**config.mk**
```make
export PLATFORM = sky130hd
export DESIGN_NAME = instr_fetch_flat
export DESIGN_NICKNAME = d
export VERILOG_FILES = /design/src/rtl/instr_fetch_if.sv /design/src/rtl/instr_fetch.sv /design/src/flat_wrapper.sv
export SDC_FILE = /design/constraint.sdc
export NUM_CORES = 1
export LEC_CHECK = 0
export CORE_AREA = 5 5 104 106
export DETAILED_ROUTE_END_ITERATION = 10
export DIE_AREA = 0 0 109 111
export GPL_ROUTABILITY_DRIVEN = 1
export MAX_ROUTING_LAYER = met4
export PLACE_DENSITY_LB_ADDON = 0.2
export SLEW_MARGIN = 20
export SYNTH_ARGS = -nofsm -noshare
export SYNTH_HDL_FRONTEND = slang
export SYNTH_SLANG_ARGS = --single-unit
```
**constraint.sdc**
```tcl
create_clock -name clock -period 3.8 [get_ports clock]
set_input_delay 0.76 -clock clock [delete_from_list [all_inputs] [get_ports clock]]
set_output_delay 0.76 -clock clock [all_outputs]
set_load 0.02 [all_outputs]
```
**src/rtl/instr_fetch_if.sv**
```systemverilog
// Fetch-stage bundle: PC link, ROM request/ack bus and decode valid/ready port.
// Macro INSTR_FETCH_DECODE_EN adds the pre-decoded head fields.
interface instr_fetch_if #(
    parameter int WIDTH = 16
);
    logic [WIDTH-1:0] pc_in;
    logic             pc_inc;
    logic             flush;
    logic             rom_req;
    logic [WIDTH-1:0] rom_addr;
    logic             rom_ack;
    logic [WIDTH-1:0] rom_data;
    logic             instr_valid;
    logic             instr_ready;
    logic [WIDTH-1:0] instr_out;
    logic [WIDTH-1:0] instr_pc;

`ifdef INSTR_FETCH_DECODE_EN
    logic       instr_is_c;
    logic [6:0] instr_comp;
    logic [2:0] instr_dest;
    logic [2:0] instr_jmp;

    modport master (
        input  pc_in, flush, rom_ack, rom_data, instr_ready,
        output pc_inc, rom_req, rom_addr, instr_valid, instr_out, instr_pc,
        output instr_is_c, instr_comp, instr_dest, instr_jmp
    );
    modport slave (
        output pc_in, flush, rom_ack, rom_data, instr_ready,
        input  pc_inc, rom_req, rom_addr, instr_valid, instr_out, instr_pc,
        input  instr_is_c, instr_comp, instr_dest, instr_jmp
    );
`else
    modport master (
        input  pc_in, flush, rom_ack, rom_data, instr_ready,
        output pc_inc, rom_req, rom_addr, instr_valid, instr_out, instr_pc
    );
    modport slave (
        output pc_in, flush, rom_ack, rom_data, instr_ready,
        input  pc_inc, rom_req, rom_addr, instr_valid, instr_out, instr_pc
    );
`endif
endinterface

```
**src/rtl/instr_fetch.sv**
```systemverilog
// Instruction fetch: one outstanding ROM read, show-ahead FIFO to decode, flush on jump.
// Macro INSTR_FETCH_DECODE_EN adds combinational decode of the FIFO head.
module instr_fetch #(
    parameter int DEPTH = 2,
    parameter int WIDTH = 16
) (
    input logic           clock,
    input logic           reset,
    instr_fetch_if.master bus
);
    localparam int PW = $clog2(DEPTH);
    localparam int CW = $clog2(DEPTH) + 1;
    localparam logic [CW-1:0] FULL = CW'(DEPTH);

    typedef enum logic [1:0] {IDLE, REQ, STEP, DRAIN} state_e;

    typedef struct packed {
        logic [WIDTH-1:0] pc;
        logic [WIDTH-1:0] data;
    } entry_t;

    state_e           state_q, state_d;
    logic [WIDTH-1:0] addr_q, addr_d;
    logic [PW-1:0]    wr_ptr_q, wr_ptr_d;
    logic [PW-1:0]    rd_ptr_q, rd_ptr_d;
    logic [CW-1:0]    count_q, count_d;
    entry_t           head_q, head_d;
    entry_t           mem_q [DEPTH];
    entry_t           mem_d [DEPTH];
    logic             push;
    logic             pop;

    // NOTE: every always_comb output gets a default first so no path can infer a latch.
    always_comb begin
        state_d = state_q;
        addr_d  = addr_q;
        push    = 1'b0;
        case (state_q)
            IDLE: begin
                if (!bus.flush && count_q < FULL) begin
                    addr_d  = bus.pc_in;
                    state_d = REQ;
                end
            end
            REQ: begin
                if (bus.rom_ack) begin
                    push    = !bus.flush;
                    state_d = bus.flush ? IDLE : STEP;
                end else if (bus.flush) begin
                    state_d = DRAIN;
                end
            end
            STEP:    state_d = IDLE;
            // The stale word is swallowed here; a flush changes nothing further.
            DRAIN:   if (bus.rom_ack) state_d = IDLE;
            default: state_d = IDLE;
        endcase
    end

    always_comb begin
        mem_d    = mem_q;
        wr_ptr_d = wr_ptr_q;
        rd_ptr_d = rd_ptr_q;
        count_d  = count_q;
        head_d   = head_q;
        pop      = (count_q != '0) && bus.instr_ready && !bus.flush;
        if (bus.flush) begin
            wr_ptr_d = '0;
            rd_ptr_d = '0;
            count_d  = '0;
        end else begin
            if (push) begin
                mem_d[wr_ptr_q] = {addr_q, bus.rom_data};
                wr_ptr_d        = wr_ptr_q + 1'b1;
            end
            if (pop) rd_ptr_d = rd_ptr_q + 1'b1;
            count_d = count_q + CW'(push) - CW'(pop);
        end
        // Registered head copy keeps the last word visible once the FIFO drains.
        if (count_d != '0) head_d = mem_d[rd_ptr_d];
    end

    // NOTE: sequential state uses non-blocking assignment so all flops update together.
    always_ff @(posedge clock) begin
        if (!reset) begin
            state_q  <= IDLE;
            addr_q   <= '0;
            wr_ptr_q <= '0;
            rd_ptr_q <= '0;
            count_q  <= '0;
            head_q   <= '0;
        end else begin
            state_q  <= state_d;
            addr_q   <= addr_d;
            wr_ptr_q <= wr_ptr_d;
            rd_ptr_q <= rd_ptr_d;
            count_q  <= count_d;
            head_q   <= head_d;
        end
    end

    // NOTE: storage is not reset; count and pointers alone decide which entries are live.
    always_ff @(posedge clock) begin
        mem_q <= mem_d;
    end

    assign bus.rom_req     = (state_q == REQ) || (state_q == DRAIN);
    assign bus.rom_addr    = addr_q;
    assign bus.pc_inc      = (state_q == STEP);
    assign bus.instr_valid = (count_q != '0);
    assign bus.instr_out   = head_q.data;
    assign bus.instr_pc    = head_q.pc;

`ifdef INSTR_FETCH_DECODE_EN
    assign bus.instr_is_c = head_q.data[15];
    assign bus.instr_comp = head_q.data[15] ? head_q.data[12:6] : 7'd0;
    assign bus.instr_dest = head_q.data[15] ? head_q.data[5:3]  : 3'd0;
    assign bus.instr_jmp  = head_q.data[15] ? head_q.data[2:0]  : 3'd0;
`endif
endmodule

```
**src/flat_wrapper.sv**
```systemverilog
// flat-port wrapper written by rule: the top's interface ports become plain ports
module instr_fetch_flat 
#(
    parameter int DEPTH = 2,
    parameter int WIDTH = 16
)
  (clock, reset, bus_pc_in, bus_flush, bus_rom_ack, bus_rom_data, bus_instr_ready, bus_pc_inc, bus_rom_req, bus_rom_addr, bus_instr_valid, bus_instr_out, bus_instr_pc);
  instr_fetch_if #(.WIDTH(WIDTH)) bus_i ();
  input logic clock;
  input logic reset;
  input wire logic [$bits(bus_i.pc_in)-1:0] bus_pc_in;
  input wire logic [$bits(bus_i.flush)-1:0] bus_flush;
  input wire logic [$bits(bus_i.rom_ack)-1:0] bus_rom_ack;
  input wire logic [$bits(bus_i.rom_data)-1:0] bus_rom_data;
  input wire logic [$bits(bus_i.instr_ready)-1:0] bus_instr_ready;
  output wire logic [$bits(bus_i.pc_inc)-1:0] bus_pc_inc;
  output wire logic [$bits(bus_i.rom_req)-1:0] bus_rom_req;
  output wire logic [$bits(bus_i.rom_addr)-1:0] bus_rom_addr;
  output wire logic [$bits(bus_i.instr_valid)-1:0] bus_instr_valid;
  output wire logic [$bits(bus_i.instr_out)-1:0] bus_instr_out;
  output wire logic [$bits(bus_i.instr_pc)-1:0] bus_instr_pc;
  assign bus_i.pc_in = bus_pc_in;
  assign bus_i.flush = bus_flush;
  assign bus_i.rom_ack = bus_rom_ack;
  assign bus_i.rom_data = bus_rom_data;
  assign bus_i.instr_ready = bus_instr_ready;
  assign bus_pc_inc = bus_i.pc_inc;
  assign bus_rom_req = bus_i.rom_req;
  assign bus_rom_addr = bus_i.rom_addr;
  assign bus_instr_valid = bus_i.instr_valid;
  assign bus_instr_out = bus_i.instr_out;
  assign bus_instr_pc = bus_i.instr_pc;
  instr_fetch #(.DEPTH(DEPTH), .WIDTH(WIDTH)) u_core (.clock(clock), .reset(reset), .bus(bus_i));
endmodule
```
==> metrics.csv, run 1 <==
stage,metric,value,unit
floorplanning,die height,111,um
synth,#FFs+latches synth,118,
finish,"commonest cells after routing, fill and taps aside","dfxtp_1 (117), clkdlybuf4s50_1 (86), nand2_1 (67), o21ai_0 (33), and3_1 (33)",
global_routing,largest net degree at the start of global routing,70,
timing,setup_tns,0,ns
floorplanning,Die Span X,109,um
clock_tree,CTS tree,done,
timing,final setup fails,0,
clock_tree,"Clk Latency, worst-skew pair",0.51,ns
placed_design,placed cell count,684,
timing,Final Hold Fails,0,
route,DR vias/cell,6.05,
synth,"Top FF cell, synth",dfxtp_1,
placed_design,final RePlAce weighted congestion,0.787,
power,power per cell area,532,mW/mm^2
timing,Final Cycle Share,0.810,
synth,fraction of registers with async set/reset,0,
synth,Mapped Area,0.00489,sq mm
route,first drt pass iteration count,5,
global_routing,GRT Total Usage,0.222,
route,routed len/inst,17.9,um
min_path,min-delay src,u_core.mem_q[6]$_DFF_P_,
worst_setup_path,CP required,4.24,ns
synth,Mapped Cells,508,
clock_tree,H-tree depth,4,
route,Iteration-0 DRC Markers,325,
clock_tree,root buffer cell,clkbuf_8,
worst_setup_path,Crit. Startpoint,bus_instr_ready,
route,WL final,12800,um
timing,worst hold margin,0.455,ns
floorplanning,Starting Density,0.505,
clock_tree,# Post-CTS Setup Buffers,0,
finish,layout cells sized above 1,0.0892,
timing,Period minus WS final,3.08,ns
floorplanning,Core Box Area,0.00968,sq mm
placed_design,DP Worst Slack,0.228,ns
finish,"Design Area, Final",0.00645,sq mm
worst_setup_path,"setup slack, reg-to-reg",0.91,ns
synth,number of library cell types mapped by synthesis,30,
finish,final non-filler cell total,716,
placed_design,I/O Buffers,87,
clock_tree,Worst-path clk slew,0.06,ns
worst_setup_path,Setup crit end kind,flip-flop,
floorplanning,Rows,36,
global_routing,antenna violations before repair,0,
route,DRC errors left,0,
finish,Layout Nets,609,
timing,RSZ-0062 raised after global routing,false,
timing,Slew HR,0.420,
min_path,Hold/Removal Path Class,reg2reg,
finish,P&R area growth vs syn,31.9,%
placed_design,Placed Area,0.00581,sq mm
worst_setup_path,Startpoint Class,input port,
run,max-cap violation count,0,
synth,number of flops mapped to enable cells by yosys,0,
clock_tree,clock sinks,118,
timing,clock skew,0.00906,ns
timing,Final Worst Setup Slack,0.721,ns
route,antenna-violating nets left,0,
global_routing,vias in the first global route,4326,
synth,Ys Warns,0,
floorplanning,num ports,88,
finish,Inserted Diodes,0,
synth,sequential share of the synthesized area,0.483,
route,vias,4334,
timing,pins over their slew limit,0,
timing,Peak Freq,325,MHz
floorplanning,die area,0.0121,sq mm
timing,measured slew at the worst slew-check pin,0.866,ns
global_routing,first-pass GRT wire length,21100,um
clock_tree,Clock Path Buffers,2,
power,worst ir drop on vdd,0.000289,V
min_path,hold depth,1,
worst_setup_path,R2R depth,10,
synth,Post-Syn Nets,547,
clock_tree,PostCTS Resize Cnt,0,
synth,Post-Syn Area per Cell,9.64,sq um
worst_setup_path,worst-path fanout max,17,
worst_setup_path,Crit Path Class,in2reg,
outcome,status,completed,
power,leakage,2.74,nW
finish,"commonest non-fill, non-tap cell in the layout",dfxtp_1,
global_routing,grt total ovfl,0,
worst_setup_path,crit path DAT,3.52,ns
clock_tree,Hold Buf Count CTS,0,
placed_design,dpl hpwl,7400,um
clock_tree,cts bufs inserted,17,
worst_setup_path,Crit Reg-Reg Startpoint,u_core.count_q[1]$_SDFF_PN0_,
path summary, 6_finish.rpt:
| path | endpoint |
|---|---|
| hold reg to reg | u_core.mem_q[6]$_DFF_P_ |
| hold / removal | u_core.mem_q[6]$_DFF_P_ |
| setup / recovery | u_core.bus.instr_pc[13]$_SDFFE_PN0P_ |
| setup reg to reg | u_core.bus.instr_pc[13]$_SDFFE_PN0P_ |
state kept, by name, indices dropped and copies added, names as in the netlist:
signal / flops
u_core.state_q: 2
u_core.wr_ptr_q: 1
u_core.bus.instr_pc: 16
u_core.rd_ptr_q: 1
u_core.bus.instr_out: 16
u_core.mem_q: 64
u_core.count_q: 2
u_core.bus.rom_addr: 16
where the power goes:
group	internal, mW	switching, mW
sequential	1.34	0.0400
combinational	0.153	0.184
clock	1.13	0.585
total	2.62	0.809
cells by family (layout without fill, tap and decap cells):
| family | after synthesis | after routing | synth area share |
|---|---|---|---|
| adders and majority gates | 2 | 2 | 0.00511 |
| buffers and inverters | 58 | 133 | 0.0537 |
| DFF | 118 | 118 | 0.483 |
| AOI/OAI and AO/OA | 181 | 181 | 0.300 |
| and+or+nand+nor | 146 | 146 | 0.150 |
| xor gates and xnor gates | 3 | 3 | 0.00818 |
routing by layer:
| metal | wire length, um | share of wire | vias up | global-route usage |
|---|---|---|---|---|
| li1 | - | - | 2051 | - |
| met1 | 5790 | 0.45 | 2107 | 0.286 |
| met2 | 6050 | 0.47 | 163 | 0.337 |
| met3 | 813 | 0.064 | 13 | 0.0629 |
| met4 | 148 | 0.012 | 0 | 0.0665 |
| met5 | 0 | 0 | - | - |
stage by stage:
stage / utilization / total power, mW
CTS: 0.666 / 3.45
finish: 0.666 / 3.43
global placement: 0.600 / 1.72
detailed placement: 0.600 / 1.73
global route: 0.666 / 3.57
floorplan: - / 1.60
final cells by class:
| class | count | area (sq um) |
|---|---|---|
| fillers | 791 | 3230 |
| flip-flops and latches | 118 | 2360 |
| multi-input cells | 332 | 2300 |
| repair buffers | 96 | 958 |
| clock buffers | 17 | 414 |
| clock inverters | 15 | 229 |
| well taps | 133 | 166 |
| inverters | 5 | 20.0 |
critical path, cell delays in order:
cell	delay, ns
clkdlybuf4s50_1	0.40
o21ai_0	0.10
nor2_1	0.07
ha_1	0.28
inv_1	0.04
ha_1	0.18
xnor3_1	0.30
a21oi_1	0.11
nor2b_2	0.72
buf_4	0.38
a32o_1	0.16
synthesized netlist by cell type (2+ instances only):
master    number  share of area
o21ai_0       33          0.034
nand2_1       67          0.051
buf_6          5          0.012
nor2_1         5         0.0038
a21oi_1        3         0.0031
buf_1          5         0.0038
buf_2          5         0.0051
ha_1           2         0.0051
a21o_1        32          0.049
o211ai_1      32          0.049
nand3_1       32          0.033
a21boi_0      16          0.025
inv_1          4         0.0031
nor2b_1        3         0.0038
a2111o_1      32          0.074
dfxtp_1      118           0.48
a32o_1        32          0.065
and3_1        33          0.042
clkbuf_1      38          0.029
Power figures use the tool's default switching activity.
==> inputs of run 2 (changes only) <==
clock period = 2.91 ns   (was 3.8 ns; I/O delays follow)
==> metrics.csv, run 2 (synthesis results as in run 1) <==
stage,metric,value,unit,change
placed_design,Placed Area,0.00589,sq mm,+1.4%
timing,clock skew,0.00753,ns,-0.00153 ns
worst_setup_path,Top delay family on crit path,buffers and inverters,,
finish,"commonest cells after routing, fill and taps aside","dfxtp_1 (117), clkdlybuf4s50_1 (86), nand2_1 (67), o21ai_0 (33), and3_1 (33)",,
finish,Reg with most FFs,u_core.mem_q,,
global_routing,largest net degree at the start of global routing,70,,unchanged
route,routed len/inst,17.5,um,-2.0%
placed_design,final RePlAce weighted congestion,0.787,,+0.10%
finish,FF/Latch Area,0.00236,sq mm,unchanged
worst_setup_path,most frequent cell on the critical path,ha_1,,
timing,measured slew at the worst slew-check pin,0.788,ns,-0.0779 ns
power,overall power,4.17,mW,+22%
clock_tree,Clock Path Buffers,2,,unchanged
timing,pins over their slew limit,0,,unchanged
power,worst ir drop on vdd,0.000318,V,+10%
timing,RSZ-0062 raised after global routing,false,,
placed_design,I/O Buffers,87,,unchanged
global_routing,antenna violations before repair,0,,unchanged
worst_setup_path,Startpoint Class,input port,,
worst_setup_path,CP required,3.30,ns,-0.94 ns
clock_tree,Hold Buf Count CTS,0,,unchanged
worst_setup_path,worst-path fanout max,32,,+15
outcome,status,completed,,
floorplanning,num ports,88,,unchanged
finish,max FFs per register,64,,unchanged
placed_design,dpl hpwl,7650,um,+3.3%
global_routing,first-pass GRT wire length,21100,um,-0.27%
power,power per cell area,647,mW/mm^2,+22%
route,antenna-violating nets left,0,,unchanged
clock_tree,root buffer cell,clkbuf_8,,
route,DRC errors left,0,,unchanged
finish,Layout Nets,615,,+0.99%
timing,Final Cycle Share,0.803,,
power,leakage,2.76,nW,+0.51%
power,Logic pwr share,0.105,,+0.007
run,max-cap violation count,0,,unchanged
timing,Period minus WS final,2.34,ns,
timing,setup_tns,0,ns,unchanged
worst_setup_path,crit path DAT,2.72,ns,-0.80 ns
finish,"commonest non-fill, non-tap cell in the layout",dfxtp_1,,
clock_tree,H-tree depth,4,,unchanged
global_routing,vias in the first global route,4313,,-0.30%
finish,Inserted Diodes,0,,unchanged
global_routing,grt total ovfl,0,,unchanged
floorplanning,Rows,36,,unchanged
finish,P&R area growth vs syn,31.8,%,about the same
worst_setup_path,Setup crit end kind,flip-flop,,
timing,Slew HR,0.475,,+0.0546
clock_tree,PostCTS Resize Cnt,0,,unchanged
worst_setup_path,WP depth,11,,unchanged
worst_setup_path,Crit Path Class,in2reg,,
worst_setup_path,R2R depth,4,,-6
power,Seq pwr share,0.431,,+0.030
finish,Multi-input gate area,0.00230,sq mm,unchanged
power,sw frac,0.236,,+0.000580
route,Iteration-0 DRC Markers,296,,-8.9%
timing,final setup fails,0,,unchanged
clock_tree,clock sinks,118,,unchanged
timing,Final Hold Fails,0,,unchanged
worst_setup_path,worst-path cell chain,"clkdlybuf4s50_1, o21ai_0, nor2_1, ha_1, inv_1, ha_1, xnor3_1, a21oi_1, nor2b_2, buf_12, a32o_1",,
min_path,Hold/Removal Path Class,reg2reg,,
floorplanning,die height,111,um,unchanged
worst_setup_path,critical path's slowest cell,clkdlybuf4s50_1,,
clock_tree,CTS tree,done,,
floorplanning,Die Span X,109,um,unchanged
route,DR vias/cell,5.87,,-3.0%
worst_setup_path,Worst path max stage delay,0.47,ns,-0.25 ns
clock_tree,cts bufs inserted,17,,unchanged
clock_tree,Worst-path clk slew,0.06,ns,about the same
floorplanning,Core Box Area,0.00968,sq mm,unchanged
clock_tree,# Post-CTS Setup Buffers,0,,unchanged
clock_tree,"Clk Latency, worst-skew pair",0.50,ns,about the same
floorplanning,die area,0.0121,sq mm,unchanged
route,vias,4232,,-2.4%
route,first drt pass iteration count,4,,-1
floorplanning,Starting Density,0.505,,unchanged
power,sw power,0.985,mW,+22%
finish,"Design Area, Final",0.00645,sq mm,about the same
power,cell internal pwr,3.19,mW,+21%
power,clock share of power,0.463,,-0.038
finish,layout cells sized above 1,0.0935,,+0.00434
worst_setup_path,WP buf/inv,3,,unchanged
global_routing,GRT Total Usage,0.221,,-0.00102
finish,layout filler cell count,785,,-0.76%
min_path,hold depth,1,,unchanged
route,WL final,12600,um,-1.4%
timing,Peak Freq,428,MHz,
run 2: metrics by stage:
step | hold WS (ns) | cells | worst slack [ns] | utilization
final | 0.455 | 721 | 0.572 | 0.666
after global routing | 0.464 | 721 | 0.445 | 0.666
after CTS | 0.454 | 721 | 0.572 | 0.666
after detailed placement | 0.441 | 690 | 0.0858 | 0.609
after global placement | 0.433 | 690 | 0.186 | 0.609
after floorplan | 0.427 | 508 | 0.0595 | -
run 2: path summary, 6_finish.rpt:
| check | startpoint | end | slack, ns |
|---|---|---|---|
| worst max register to register | u_core.wr_ptr_q$_SDFFE_PP0P_ | u_core.bus.instr_pc[4]$_SDFFE_PN0P_ | 0.59 |
| worst max-delay path | bus_instr_ready | u_core.bus.instr_pc[0]$_SDFFE_PN0P_ | 0.57 |
| worst min-delay path | u_core.mem_q[13]$_DFF_P_ | u_core.mem_q[13]$_DFF_P_ | 0.45 |
| worst min register to register | u_core.mem_q[13]$_DFF_P_ | u_core.mem_q[13]$_DFF_P_ | 0.45 |
run 2: power groups by stage:
stage / registers [mW] / clock network [mW] / logic, mW
after global routing: 1.81 / 2.04 / 0.488
after detailed placement: 1.83 / 0 / 0.438
after floorplan: 1.84 / 0 / 0.249
after global placement: 1.83 / 0 / 0.425
final: 1.80 / 1.93 / 0.440
after CTS: 1.80 / 1.96 / 0.442
run 2: metal layers:
metal	track usage	up-vias	share of wire
li1	-	2055	-
met1	0.286	2021	0.46
met2	0.342	147	0.48
met3	0.0559	9	0.056
met4	0.0589	0	0.0072
met5	-	-	0
run 2: layout make-up:
class                           count  area share
Sequential cell                   118       0.366
Inverter                            5     0.00310
Clock buffer                       23      0.0754
Timing Repair Buffer              102       0.161
Tap cell                          133      0.0258
Multi-Input combinational cell    332       0.357
Clock inverter                      8      0.0112
